File: src/rtl/vga_timing_gen.sv
// Parametrised VGA timing generator: stage-0 counters, stage-1 pixel requests to the
// image source, stage-2 alignment with the source's read latency, stage-3 registered pins.
module vga_timing_gen #(
  parameter int H_VIS  = 640,
  parameter int H_FP   = 16,
  parameter int H_SYNC = 96,
  parameter int H_BP   = 48,
  parameter int V_VIS  = 480,
  parameter int V_FP   = 10,
  parameter int V_SYNC = 2,
  parameter int V_BP   = 29,
  parameter bit H_POL  = 1'b0,
  parameter bit V_POL  = 1'b0,
  parameter int R_W    = 3,
  parameter int G_W    = 3,
  parameter int B_W    = 2
) (
  input  logic                   pclk,
  input  logic                   rst_n,
  input  logic                   ce,
  input  logic [R_W+G_W+B_W-1:0] rgb_in,
  output logic                   pix_req,
  output logic [9:0]             pix_x,
  output logic [9:0]             pix_y,
  output logic                   frame_start,
  output logic                   line_start,
  output logic [7:0]             frame_cnt,
  output logic [R_W-1:0]         vgaRed,
  output logic [G_W-1:0]         vgaGreen,
  output logic [B_W-1:0]         vgaBlue,
  output logic                   Hsync,
  output logic                   Vsync,
  output logic                   vid_en
);

  localparam int CW      = R_W + G_W + B_W;
  localparam int H_TOTAL = H_SYNC + H_BP + H_VIS + H_FP;
  localparam int V_TOTAL = V_SYNC + V_BP + V_VIS + V_FP;
  localparam int H_ORG   = H_SYNC + H_BP;
  localparam int V_ORG   = V_SYNC + V_BP;
  localparam logic [9:0] H_ORG_W = 10'(H_ORG);
  localparam logic [9:0] V_ORG_W = 10'(V_ORG);

  // Stage 0: free-running raster counters.
  logic [9:0] r_h_cnt, r_v_cnt;
  logic [7:0] r_frame_cnt;
  logic       w_h_wrap, w_v_wrap, w_hs0, w_vs0, w_vis0;

  assign w_h_wrap = (int'(r_h_cnt) == H_TOTAL - 1);
  assign w_v_wrap = (int'(r_v_cnt) == V_TOTAL - 1);
  assign w_hs0    = (int'(r_h_cnt) < H_SYNC);
  assign w_vs0    = (int'(r_v_cnt) < V_SYNC);
  assign w_vis0   = (int'(r_h_cnt) >= H_ORG) && (int'(r_h_cnt) < H_ORG + H_VIS) &&
                    (int'(r_v_cnt) >= V_ORG) && (int'(r_v_cnt) < V_ORG + V_VIS);

  // NOTE: every register uses non-blocking assignment so all stages sample the
  // previous cycle's values, which is what keeps the pipeline stages aligned.
  always_ff @(posedge pclk or negedge rst_n) begin
    if (!rst_n) begin
      r_h_cnt     <= '0;
      r_v_cnt     <= '0;
      r_frame_cnt <= '0;
    end else if (ce) begin
      if (w_h_wrap) begin
        r_h_cnt <= '0;
        if (w_v_wrap) begin
          r_v_cnt     <= '0;
          r_frame_cnt <= r_frame_cnt + 8'd1;
        end else begin
          r_v_cnt <= r_v_cnt + 10'd1;
        end
      end else begin
        r_h_cnt <= r_h_cnt + 10'd1;
      end
    end
  end

  // Stage 1: coordinate request; sync flags travel alongside (de1 is r_pix_req).
  logic       r_pix_req, r_frame_start, r_line_start, r_hs1, r_vs1;
  logic [9:0] r_pix_x, r_pix_y;

  always_ff @(posedge pclk or negedge rst_n) begin
    if (!rst_n) begin
      r_pix_req     <= 1'b0;
      r_pix_x       <= '0;
      r_pix_y       <= '0;
      r_frame_start <= 1'b0;
      r_line_start  <= 1'b0;
      r_hs1         <= 1'b0;
      r_vs1         <= 1'b0;
    end else if (ce) begin
      r_pix_req     <= w_vis0;
      r_pix_x       <= w_vis0 ? r_h_cnt - H_ORG_W : '0;
      r_pix_y       <= w_vis0 ? r_v_cnt - V_ORG_W : '0;
      r_frame_start <= (r_h_cnt == '0) && (r_v_cnt == '0);
      r_line_start  <= (r_h_cnt == '0);
      r_hs1         <= w_hs0;
      r_vs1         <= w_vs0;
    end
  end

  // Stage 2 waits out the source's one-cycle read; stage 3 drives the pins.
  logic           r_hs2, r_vs2, r_de2;
  logic [R_W-1:0] r_red;
  logic [G_W-1:0] r_green;
  logic [B_W-1:0] r_blue;
  logic           r_hsync, r_vsync, r_vid_en;

  always_ff @(posedge pclk or negedge rst_n) begin
    if (!rst_n) begin
      r_hs2    <= 1'b0;
      r_vs2    <= 1'b0;
      r_de2    <= 1'b0;
      r_red    <= '0;
      r_green  <= '0;
      r_blue   <= '0;
      r_hsync  <= ~H_POL;
      r_vsync  <= ~V_POL;
      r_vid_en <= 1'b0;
    end else if (ce) begin
      r_hs2    <= r_hs1;
      r_vs2    <= r_vs1;
      r_de2    <= r_pix_req;
      r_red    <= r_de2 ? rgb_in[CW-1 -: R_W]  : '0;
      r_green  <= r_de2 ? rgb_in[B_W +: G_W]   : '0;
      r_blue   <= r_de2 ? rgb_in[B_W-1:0]      : '0;
      r_hsync  <= r_hs2 ? H_POL : ~H_POL;
      r_vsync  <= r_vs2 ? V_POL : ~V_POL;
      r_vid_en <= r_de2;
    end
  end

  assign pix_req     = r_pix_req;
  assign pix_x       = r_pix_x;
  assign pix_y       = r_pix_y;
  assign frame_start = r_frame_start;
  assign line_start  = r_line_start;
  assign frame_cnt   = r_frame_cnt;
  assign vgaRed      = r_red;
  assign vgaGreen    = r_green;
  assign vgaBlue     = r_blue;
  assign Hsync       = r_hsync;
  assign Vsync       = r_vsync;
  assign vid_en      = r_vid_en;

endmodule

File: config.mk
export PLATFORM = sky130hd
export DESIGN_NAME = vga_timing_gen
export DESIGN_NICKNAME = d
export VERILOG_FILES = /design/src/rtl/vga_timing_gen.sv
export SDC_FILE = /design/constraint.sdc
export NUM_CORES = 1
export LEC_CHECK = 0
export BUFFER_PORTS_ARGS = -buffer_cell sky130_fd_sc_hd__buf_4
export CELL_PAD_IN_SITES_DETAIL_PLACEMENT = 0
export CELL_PAD_IN_SITES_GLOBAL_PLACEMENT = 1
export CORE_ASPECT_RATIO = 1.5
export CORE_MARGIN = 5
export CORE_UTILIZATION = 39
export DETAILED_ROUTE_END_ITERATION = 10
export PLACE_DENSITY = 0.87
export SETUP_SLACK_MARGIN = 0.2
export SLEW_MARGIN = 5
export SYNTH_ARGS = -nofsm -noshare
export SYNTH_HDL_FRONTEND = slang
export SYNTH_SLANG_ARGS = --single-unit
File: constraint.sdc
create_clock -name pclk -period 1.95 [get_ports pclk]
set_clock_uncertainty 0.1 [all_clocks]
set_input_delay 0.2925 -clock pclk [delete_from_list [all_inputs] [get_ports pclk]]
set_output_delay 0.2925 -clock pclk [all_outputs]
set_load 0.005 [all_outputs]
==> metrics.txt, run 1 <==
share of cells above drive strength 1 48.6%; root cell of the clock tree clkbuf_16; CTS tree built; Yosys top cell area share 50.2%; fin. max-slew vios 0; Setup crit end kind register; Yosys top cell by area dfrtp_1; initial cell density of the core 40.2%; die height 122 um; Hold Path Stages 3; maximum clock insertion buffer count 2; most common library cell in the layout ignoring fill and taps buf_4; clock sinks 67; first-pass GRT wire length 14100 um; critical hold path startpoint rgb_in[3]; Routed WL 9310 um; total CTS buffers 9; Hold Path Class in -> reg; worst vdd ir 0.000573 V; Max Cap Viol 0; Yosys reg bits 67; main flop type after synthesis dfrtp_1; Detail Route Antenna Nets 0; DR pass1 iterations 4; # DRC 0; maximum net fanout on the critical path 4; detail-routed via count per cell 5.27; Clk network pwr share 43.4%; startpoint of the worst register-to-register path r_v_cnt[6]; R2R Path End frame_start; die area 10300 um2; fin util 63.0%; num rows 40; FF-to-FF path depth 4; hold endpoint vgaGreen[1]; Core ar. 8060 um2; Lkg Pwr 2.47 nW; post-DP HPWL 5810 um; endpoints failing setup 10; minimum clock period 2090 ps; # fillers 605; largest net degree at the start of global routing 44; Slew headroom 66.0%; P_sw 1.13 mW; worst path required time 2080 ps; Cell Int Power 3.19 mW; Setup WS post-layout -136 ps; Critical Path AT 2220 ps; Synth Area per Inst 9.98 um2; CP Class reg -> reg; per-cell routed wire length 17.2 um; part of the cycle the worst path needs 107%; placed cell count 494; sw frac 26.2%; Port Buffers 52; endpoints failing hold 0; run status finished with violations; GRT Util Overall 17.5%; Synth warnings 0; Top Ports 53; Die X 84.5 um; async set or reset register ratio after synthesis 100%; Worst-Margin Slew 510 ps; sequential area share after synthesis 51.8%; Post-synth EDFFs 0; initial drt markers 122; vias in the first global route 2930; initial antenna violation count 0; pwr/cell area 852 nW/um2; ranking of synthesized cells by area dfrtp_1 (50%), inv_1 (5.3%), xnor2_1 (4.3%); sequential share of power 36.0%; Reg2Reg Setup Slack -140 ps; combinational power share 20.6%; Antenna Cells 0; most frequent cells in the layout buf_4 (102), dfrtp_1 (62), inv_1 (40); Syn Nets 345; Syn Inst Count 325; Layout Nets 451; grt ovf 0; area added between synthesis and finish 56.6%; H-tree depth reported by CTS 3; post-synthesis cell type count 43; Vias 2849; clock-pin transition on the worst setup and hold timing paths 60 ps; final setup TNS -438 ps; critical path startpoint category register; worst skew pair latency 330 ps; GPL Wtd Cong 0.844; violated checks setup timing; fin cells 541; Synth Cell Area 3240 um2; RSZ-0062 raised after global routing yes; fmax 0.479 GHz
## registers in the layout, summed over array words and instances (netlist names), 2 cells and up
name       cells
r_v_cnt       10
pix_x         10
pix_y         10
frame_cnt      8
vgaGreen       3
vgaBlue        2
vgaRed         3
r_h_cnt       10
## power by group through the flow
| stage | logic [mW] | registers (mW) | clock network, mW |
|---|---|---|---|
| after floorplan | 0.411 | 1.55 | 0 |
| after global placement | 0.630 | 1.56 | 0 |
| after detailed placement | 0.642 | 1.57 | 0 |
| after CTS | 0.811 | 1.55 | 1.91 |
| after global routing | 0.977 | 1.57 | 1.95 |
| final | 0.892 | 1.56 | 1.87 |
## metal layers
layer / part of all wire [%] / wire length (um) / vias up / GRT usage, %
met1: 37 / 3440 / 1431 / 17.8
met5: 0 / 0 / - / 0
met4: 2.7 / 253 / 0 / 9.90
met3: 3.4 / 318 / 21 / 3.59
met2: 57 / 5300 / 77 / 32.6
li1: - / - / 1320 / -
## what timing repair did
| item | CTS | global route |
|---|---|---|
| hold buffers | 1 | 0 |
| pin swaps | 28 | 19 |
| gates cloned | 1 | 0 |
| setup endpoints to repair | 37 | 45 |
| buffers inserted | 15 | 14 |
| gates resized for setup | 63 | 30 |
| hold endpoints to repair | 29 | 0 |
## synthesized netlist by cell type, drive strengths merged, types with 6 or more instances
library cell	number
dfrtp	65
inv	46
nand2	21
nand3	20
o22ai	20
o21ai	18
clkbuf	17
xnor2	16
nor3	12
nor2	10
xor2	10
ha	9
mux2	7
nand4	6
## critical path, cell delays in order (launching register included)
cell and delay, ps:
dfrtp_1 390, or3_4 430, or3_4 360, or4_4 490
o32ai_2 220
## layout make-up
cell class	count	area [um2]	share of cell area, %
repair buffers	117	971	19.1
clock buffers	12	246	4.85
flip-flops and latches	67	1680	33.1
clock inverters	4	97.6	1.92
well taps	105	131	2.59
inverters	46	173	3.40
multi-input cells	190	1780	35.0
## worst max-delay path by stage
stage / slack [ps] / depth (start not counted) / start / end
2_1_floorplan: -100 / 5 / r_v_cnt[6] / frame_start
3_3_place_gp: -30 / 6 / r_h_cnt[0] / pix_y[9]
3_5_place_dp: -50 / 7 / r_h_cnt[0] / pix_x[4]
4_1_cts: -60 / 4 / r_v_cnt[6] / frame_start
5_1_grt: -150 / 4 / r_v_cnt[6] / frame_start
6_report: -140 / 4 / r_v_cnt[6] / frame_start
## stage by stage
stage / setup slack [ps] / cell area [um2] / power, mW / hold WS (ps)
2_1_floorplan: -101 / 3370 / 1.96 / -103
3_3_place_gp: -26.0 / 4020 / 2.19 / 160
3_5_place_dp: -54.9 / 4020 / 2.21 / 171
4_1_cts: -58.7 / 4820 / 4.27 / 79.9
5_1_grt: -155 / 5080 / 4.49 / 110
6_report: -136 / 5080 / 4.32 / 90.7
## cell families after synthesis
| kind of cell | Yosys count | synth area share, % |
|---|---|---|
| compound gates | 51 | 9.80 |
| buf+inv | 68 | 8.45 |
| mux | 9 | 3.05 |
| flops | 67 | 51.8 |
| fa+ha+maj | 9 | 3.47 |
| simple gates | 95 | 16.4 |
| xor+xnor | 26 | 7.02 |
No activity file was read; power rests on OpenSTA's default activity.
==> run 2, diff against run 1 <==
--- a/config.mk
+++ b/config.mk
@@ -8,9 +8,9 @@
 export BUFFER_PORTS_ARGS = -buffer_cell sky130_fd_sc_hd__buf_4
 export CELL_PAD_IN_SITES_DETAIL_PLACEMENT = 0
 export CELL_PAD_IN_SITES_GLOBAL_PLACEMENT = 1
-export CORE_ASPECT_RATIO = 1.5
 export CORE_MARGIN = 5
 export CORE_UTILIZATION = 39
+export CTS_CLUSTER_SIZE = 16
 export DETAILED_ROUTE_END_ITERATION = 10
 export PLACE_DENSITY = 0.87
 export SETUP_SLACK_MARGIN = 0.2
==> run 2 against run 1 <==
Against the previous run: first-iteration DRC count rose by 66%; sequential power barely moved; sequential cell count did not move; highest routed layer unchanged; worst setup slack improved by 91 ps; non-clock buffer count fell by 5; global-route usage fell by 0.71 points; via count fell by 3.8%; the run still ends with setup timing left; register-to-register slack improved by 90 ps; core utilization fell by 4.1 points; clock power fell by 30%; final area fell by 5.1%.
==> metrics.txt, run 2 (synthesis results as in run 1) <==
maximum clock insertion buffer count 2 (unchanged); Critical Path Max Stage Delay 490 ps (about the same); fin util 58.9% (-4.1 points); Antenna Cells 0 (unchanged); Lkg Pwr 2.39 nW (-3.3%); final setup TNS -161 ps (+278 ps); PnR Total Power 3.70 mW (-14%); maximum net fanout on the critical path 3 (-1); RSZ-0062 raised after global routing yes; fin. max-slew vios 0 (unchanged); post-DP HPWL 5320 um (-8.4%); initial antenna violation count 0 (unchanged); part of the cycle the worst path needs 102% (-4.7 points); num rows 33 (-18%); CP Class reg -> reg; Slew headroom 57.1% (-8.9 points); grt ovf 0 (unchanged); total CTS buffers 9 (unchanged); minimum clock period 1990 ps (-90.9 ps); slowest CP cell or4_4; GRT Util Overall 16.7% (-0.71 points); die height 101 um (-17%); FF-to-FF path depth 4 (unchanged); root cell of the clock tree clkbuf_8; endpoints failing hold 0 (unchanged); GPL Wtd Cong 0.819 (-3.0%); most frequent cells in the layout buf_4 (99), dfrtp_1 (64), inv_1 (42); DR pass1 iterations 5 (+1); Layout Nets 446 (-1.1%); Detail Route Antenna Nets 0 (unchanged); Routed WL 8500 um (-8.7%); Core ar. 8180 um2 (+1.5%); # fillers 613 (+1.3%); critical path startpoint category register; most common library cell in the layout ignoring fill and taps buf_4; Top Ports 53 (unchanged); clock-pin transition on the worst setup and hold timing paths 70 ps (about the same); CTS tree built; Hold Path Class in -> reg; initial drt markers 202 (+66%); largest net degree at the start of global routing 53 (+20%); detail-routed via count per cell 5.11 (-2.9%); die area 10200 um2 (-0.36%); area added between synthesis and finish 48.5%; per-cell routed wire length 15.9 um (-7.9%); pwr/cell area 768 nW/um2 (-9.8%); endpoints failing setup 9 (-1); worst skew pair latency 350 ps (+20 ps); initial cell density of the core 39.7% (-0.58 points); worst vdd ir 0.000400 V (-30%); # DRC 0 (unchanged); violated checks setup timing; Worst-Margin Slew 644 ps (+134 ps); Port Buffers 52 (unchanged); worst path required time 2110 ps (+30 ps); clock sinks 67 (unchanged); most frequent cell on the critical path or3_4; first-pass GRT wire length 13400 um (-4.8%); Setup crit end kind register; share of cells above drive strength 1 45.7% (-2.9 points); vias in the first global route 2744 (-6.3%); Max Cap Viol 0 (unchanged); CP cell instances or3_4 -> or3_4 -> or4_4 -> o32ai_2; run status finished with violations; fmax 0.501 GHz (+4.6%); Die X 101 um (+20%); H-tree depth reported by CTS 3 (unchanged); Hold Path Stages 3 (unchanged); Critical Path AT 2150 ps (-70 ps); Vias 2741 (-3.8%); Setup WS post-layout -44.8 ps (+90.9 ps)
## run 2: cell types whose count changed in the layout (fill, tap and decap cells not counted), moves of 3 or more
cell | previous run | this run
clkbuf_16 | 9 | 0
clkbuf_8 | 1 | 10
nor2_1 | 9 | 6
mux2_4 | 3 | 0
nor3_2 | 5 | 1
nor2_4 | 1 | 4
mux2_2 | 4 | 7
buf_4 | 102 | 99
## run 2: critical path: cells and delay by family, from the launching register on
kind               cells  cell delay (ps)
AOI/OAI and AO/OA      1              200
DFF                    1              380
and+or+nand+nor        3             1230
## run 2: repair_timing
action,CTS,global route
hold buffers,1,0
endpoints found under the hold margin,48,0
pin swaps,22,10
cloned,2,0
setup buffers,10,9
gates resized for setup,47,28
setup endpoints to repair,39,46
## run 2: cell type report
class                   instances  area [um2]  area share [%]
multi-input cells             190        1690            35.0
flip-flops and latches         67        1680            34.9
repair buffers                112         926            19.2
inverters                      46         173            3.58
clock buffers                  12         145            3.01
well taps                     105         131            2.73
clock inverters                 4        73.8            1.53
## run 2: stage by stage
stage / hold WS, ps / cells / worst slack, ps / cell area [um2]
floorplan: -103 / 325 / -101 / 3370
global placement: 263 / 498 / 9.68 / 4050
detailed placement: 264 / 498 / -32.7 / 4050
CTS: 78.3 / 527 / -33.8 / 4630
global route: 92.6 / 536 / -114 / 4820
finish: 82.6 / 536 / -44.8 / 4820
## run 2: final timing paths
kind                             from     endpoint  slack, ps
max                        r_v_cnt[6]  frame_start        -40
min                         rgb_in[0]   vgaBlue[0]         80
max reg2reg                r_v_cnt[6]  frame_start        -40
min reg2reg                     r_hs2        Hsync        320
max in group asynchronous       rst_n     pix_y[0]        740
min in group asynchronous       rst_n     pix_x[5]        400
## run 2: power breakdown
group          total, mW  switching, mW  internal, mW
logic              0.836          0.416         0.420
clock network       1.30          0.542         0.756
registers           1.57          0.105          1.46
total               3.70           1.06          2.64
## run 2: per-layer routing
| metal | vias to the layer above | global-route usage (%) | share of wire [%] |
|---|---|---|---|
| met1 | 1368 | 20.8 | 42 |
| met4 | 0 | 6.65 | 1.8 |
| met5 | - | 0 | 0 |
| met2 | 55 | 28.6 | 51 |
| li1 | 1307 | - | - |
| met3 | 11 | 3.24 | 4.3 |
